**src/rtl/fifo_umbral.sv**
```systemverilog
// Synchronous per-lane FIFO with loadable low/high occupancy thresholds.
// Build option FIFO_FLAG_REG_EN registers almost_empty/almost_full (one-cycle lag).
module fifo_umbral #(
    parameter int DATA_WIDTH = 10,
    parameter int ADDR_WIDTH = 3,
    parameter int BAJO_RST   = 1,
    parameter int ALTO_RST   = 7
) (
    input  logic                  clk,
    input  logic                  reset_L,
    input  logic                  init,
    input  logic [7:0]            umbral_bajo,
    input  logic [7:0]            umbral_alto,
    input  logic                  push,
    input  logic [DATA_WIDTH-1:0] data_in,
    input  logic                  pop,
    output logic [DATA_WIDTH-1:0] data_out,
    output logic                  valid_out,
    output logic                  fifo_empty,
    output logic                  fifo_full,
    output logic                  almost_empty,
    output logic                  almost_full,
    output logic                  fifo_error,
    output logic [ADDR_WIDTH:0]   count
);
    localparam int DEPTH = 2**ADDR_WIDTH;

    logic [DATA_WIDTH-1:0] mem_q [DEPTH];
    logic [ADDR_WIDTH-1:0] wr_ptr_q, rd_ptr_q;
    logic [ADDR_WIDTH:0]   count_q, count_d;
    logic [DATA_WIDTH-1:0] data_q;
    logic                  valid_q, error_q;
    logic [7:0]            bajo_q, alto_q;
    logic                  empty, full, do_push, do_pop, ovf, udf;
    logic [7:0]            count8;
    logic                  ae_d, af_d;

    assign empty   = (count_q == '0);
    assign full    = (count_q == (ADDR_WIDTH+1)'(DEPTH));
    // When full, a concurrent pop frees the slot the push is about to reuse.
    assign do_push = push && (!full || pop);
    assign do_pop  = pop && !empty;
    assign ovf     = push && full && !pop;
    assign udf     = pop && empty;

    always_comb begin
        count_d = count_q;
        case ({do_push, do_pop})
            2'b10:   count_d = count_q + 1'b1;
            2'b01:   count_d = count_q - 1'b1;
            default: count_d = count_q;
        endcase
    end

    always_ff @(posedge clk) begin
        if (do_push) mem_q[wr_ptr_q] <= data_in;
    end

    always_ff @(posedge clk or negedge reset_L) begin
        if (!reset_L) begin
            wr_ptr_q <= '0;
            rd_ptr_q <= '0;
            count_q  <= '0;
            data_q   <= '0;
            valid_q  <= 1'b0;
            error_q  <= 1'b0;
            bajo_q   <= 8'(BAJO_RST);
            alto_q   <= 8'(ALTO_RST);
        end else begin
            if (init) begin
                bajo_q <= umbral_bajo;
                alto_q <= umbral_alto;
            end
            if (init)            error_q <= 1'b0;
            else if (ovf || udf) error_q <= 1'b1;
            if (do_push) wr_ptr_q <= wr_ptr_q + ADDR_WIDTH'(1);
            if (do_pop) begin
                rd_ptr_q <= rd_ptr_q + ADDR_WIDTH'(1);
                data_q   <= mem_q[rd_ptr_q];
            end
            valid_q <= do_pop;
            count_q <= count_d;
        end
    end

    assign count8 = 8'(count_q);
    assign ae_d   = (count8 <= bajo_q);
    assign af_d   = (count8 >= alto_q);

`ifdef FIFO_FLAG_REG_EN
    logic ae_q, af_q;
    always_ff @(posedge clk or negedge reset_L) begin
        if (!reset_L) begin
            ae_q <= 1'b1;
            af_q <= 1'b0;
        end else begin
            ae_q <= ae_d;
            af_q <= af_d;
        end
    end
    assign almost_empty = ae_q;
    assign almost_full  = af_q;
`else
    assign almost_empty = ae_d;
    assign almost_full  = af_d;
`endif

    assign data_out   = data_q;
    assign valid_out  = valid_q;
    assign fifo_empty = empty;
    assign fifo_full  = full;
    assign fifo_error = error_q;
    assign count      = count_q;
endmodule

```
**config.mk**
```make
export PLATFORM = sky130hd
export DESIGN_NAME = fifo_umbral
export DESIGN_NICKNAME = d
export VERILOG_FILES = /design/src/rtl/fifo_umbral.sv
export SDC_FILE = /design/constraint.sdc
export NUM_CORES = 1
export LEC_CHECK = 0
export ABC_AREA = 0
export ABC_CLOCK_PERIOD_IN_PS = 2900
export CORE_UTILIZATION = 45
export DETAILED_ROUTE_END_ITERATION = 6
export DONT_BUFFER_PORTS = 1
export GPL_ROUTABILITY_DRIVEN = 0
export SLEW_MARGIN = 20
export SYNTH_ARGS = -nofsm -noshare
export SYNTH_HDL_FRONTEND = slang
export SYNTH_SLANG_ARGS = --single-unit
```
**constraint.sdc**
```tcl
create_clock -name clk -period 2.9 [get_ports clk]
set_input_delay 0.58 -clock clk [delete_from_list [all_inputs] [get_ports clk]]
set_output_delay 0.58 -clock clk [all_outputs]
set_load 0.02 [all_outputs]
```
==> results.py <==
metrics = {
    "status": {
        "status": "completed",
    },
    "synth": {
        "synth_top_cells_by_count": "80 x edfxtp_1, 34 x dfrtp_1, 31 x mux2_2, 30 x nand2_1, 20 x mux2i_1",
        "synthFlopType": "edfxtp_1",
        "ys_top_cells_by_area": "edfxtp_1 49%, dfrtp_1 17%, mux2_2 7.1%, mux2i_1 4.1%, ha_1 3.3%",
        "synth_top_cell_by_area": "edfxtp_1",
        "syn_nets": 368,
        "synth_edf_count": 80,
        "postSynthAreaPerCell_sq_um": 15.1,
        "yosysMostFrequentCell": "edfxtp_1",
        "yosysSeqAreaShare_pct": 68.6,
        "synthArstFlopShare_pct": 32.2,
        "synth_seq_cells": 118,
        "netlist.area_leader.share_pct": 49.1,
        "synthesis.instances": 324,
        "syn_area_sq_um": 4890,
        "ys.warnings.count": 0,
        "yosys.cell_types.count": 35,
    },
    "sta": {
        "min_period_ps": 2830,
        "relSlewSlack_pct": 29.8,
        "fin_crit_sh_pct": 97.6,
        "finalClockSkew_ps": 15.4,
        "setup_viol": 0,
        "worst-slew-pin-transition_ps": 1050,
        "slew_viol_final": 0,
        "finalHoldViolations": 0,
        "fmax_mhz": 353,
        "fin_ws_ps": 70.8,
    },
    "clock_tree": {
        "htree_levels": 4,
        "cts_tree": "done",
        "clkLatencyLatePin_ps": 520,
        "path_clk_slew_ps": 50,
        "clock-sinks": 118,
        "cts-buffers-inserted": 17,
        "cts_setup_buffers": 0,
        "clk_path_buf_depth": 2,
        "cts_root_buf": "clkbuf_8",
    },
    "drt": {
        "drtIter0Drc": 160,
        "drt-pass1-iter-count": 4,
        "via_count": 2648,
        "avgRoutedWirePerCell_um": 18.8,
        "met2_length_mm": 4.55,
        "top_layer": "met4",
        "remaining_drc_errors": 0,
        "detail_route.vias_per_cell": 5.38,
        "wirelength_met1_mm": 4.04,
        "wl_met3_um": 539,
        "wl_mm": 9.25,
        "ant_nets": 0,
    },
    "floorplanning": {
        "core_area_sq_um": 10400,
        "die_h_um": 106,
        "die_x_um": 106,
        "dieArea_sq_um": 11300,
        "num_rows": 37,
        "pin_count": 51,
        "start_util_pct": 47.0,
    },
    "final_layout": {
        "antenna_cells": 0,
        "nFillCells": 862,
        "fin_nets": 387,
        "drive_gt1_share_pct": 22.5,
        "syn_to_final_growth_pct": 15.6,
        "design_area_sq_um": 5650,
    },
    "placement": {
        "dp_slack_ps": 363,
        "port_buffers": 0,
        "dp_hpwl_mm": 5.92,
        "place_area_sq_um": 5060,
    },
    "setup_path": {
        "worstPathRequired_ps": 2320,
        "crit_path_end_kind": "primary output",
        "worst_ep_arrival_time_ps": 2250,
        "worstSetupPathType": "reg2out",
        "critPathLaunchType": "flop",
        "crit_fanout": 10,
    },
    "global_routing": {
        "grt_overflow": 0,
        "grt_pass1_vias": 2746,
        "grt_usage_pct": 18.0,
        "grt_pass1_wl_mm": 14.5,
        "grt_max_degree": 39,
        "antenna_found_initial": 0,
    },
    "pwr": {
        "cellLeakagePower_nw": 2.15,
        "ir_drop_uv": 530,
        "p_per_area_nw_per_um2": 1040,
        "power_mw": 5.90,
    },
    "hold_path": {
        "hp-class": "in2reg",
    },
    "flow_run": {
        "max_cap_violations": 0,
    },
}
==> power by group <==
group	internal (mW)	leakage (nW)	switching, mW
Clock	1.26	0.276	0.682
Combinational	0.675	0.699	0.811
Sequential	2.14	1.17	0.337
==> cells by family after synthesis <==
logic type | count (synthesis) | synth area share (%)
compound gates | 51 | 7.01
xor+xnor | 8 | 1.43
fa+ha+maj | 13 | 3.32
buf+inv | 23 | 2.71
flops | 118 | 68.6
mux | 51 | 11.2
simple gates | 60 | 5.65
==> critical path, cell delays in order, from the launching register on <==
cell,delay (ps)
dfrtp_1,390
buf_6,160
ha_1,310
nor2b_1,130
o21a_1,160
o21a_1,160
o211ai_1,410
==> layout make-up <==
type | instances | area, sq um | share of cell area [%]
clock buffers | 23 | 457 | 8.08
repair buffers | 12 | 121 | 2.15
flip-flops and latches | 118 | 3360 | 59.4
inverters | 11 | 41.3 | 0.730
clock inverters | 9 | 100 | 1.77
well taps | 136 | 170 | 3.01
multi-input cells | 183 | 1410 | 24.9
==> final timing paths <==
kind / endpoint / depth (start not counted) / slack, ps / startpoint
worst min register to register: alto_q[4] / 1 / 510 / alto_q[4]
worst max-delay path: almost_empty / 6 / 70 / count[1]
max in group asynchronous: alto_q[2] / 2 / 2120 / reset_L
min in group asynchronous: data_out[5] / 2 / 520 / reset_L
worst max register to register: count[2] / 10 / 350 / count[0]
worst min-delay path: fifo_error / 1 / 130 / init
==> flip-flops by register name (all words and copies together) (netlist names) <==
name        count
alto_q          8
bajo_q          8
count           4
data_out       10
fifo_error      1
mem_q          80
rd_ptr_q        3
valid_out       1
wr_ptr_q        3
==> repair_timing <==
| action | CTS | global route |
|---|---|---|
| hold endpoints to repair | 38 | 0 |
| gates resized for setup | 0 | 2 |
| setup endpoints to repair | 0 | 2 |
| hold buffers | 2 | 0 |
==> layer usage <==
metal,vias to the layer above,GRT usage (%)
met4,0,10.1
li1,1246,-
met5,-,0
met3,10,5.95
met2,85,28.9
met1,1307,21.3
==> layout by cell type (no fill, tap or decap), drive strengths merged, types with 2 or more instances in the layout <==
cell type | synthesis | routed
edfxtp | 80 | 80
dfrtp | 34 | 34
mux2 | 31 | 31
nand2 | 30 | 30
clkbuf | 3 | 23
o21ai | 21 | 21
mux2i | 20 | 20
ha | 13 | 13
inv | 11 | 13
nor2 | 11 | 11
o22ai | 11 | 11
buf | 9 | 11
a221o | 10 | 10
nand2b | 7 | 7
xnor2 | 5 | 5
nor3 | 4 | 4
dfstp | 4 | 4
clkinv | 0 | 4
a21oi | 4 | 4
xor2 | 3 | 3
o21a | 3 | 3
nor2b | 2 | 2
nor4 | 2 | 2
bufinv | 0 | 2
==> metrics by stage <==
stage / instances / utilization (%) / setup TNS (ps) / hold WS, ps
2_1_floorplan: 324 / - / 0 / 284
3_5_place_dp: 458 / 48.6 / 0 / 285
5_1_grt: 492 / 54.3 / -1.69 / 105
6_report: 492 / 54.3 / 0 / 130
3_3_place_gp: 458 / 48.6 / 0 / 285
4_1_cts: 492 / 54.2 / 0 / 102
Note: power is estimated with default switching activity, not from simulation.
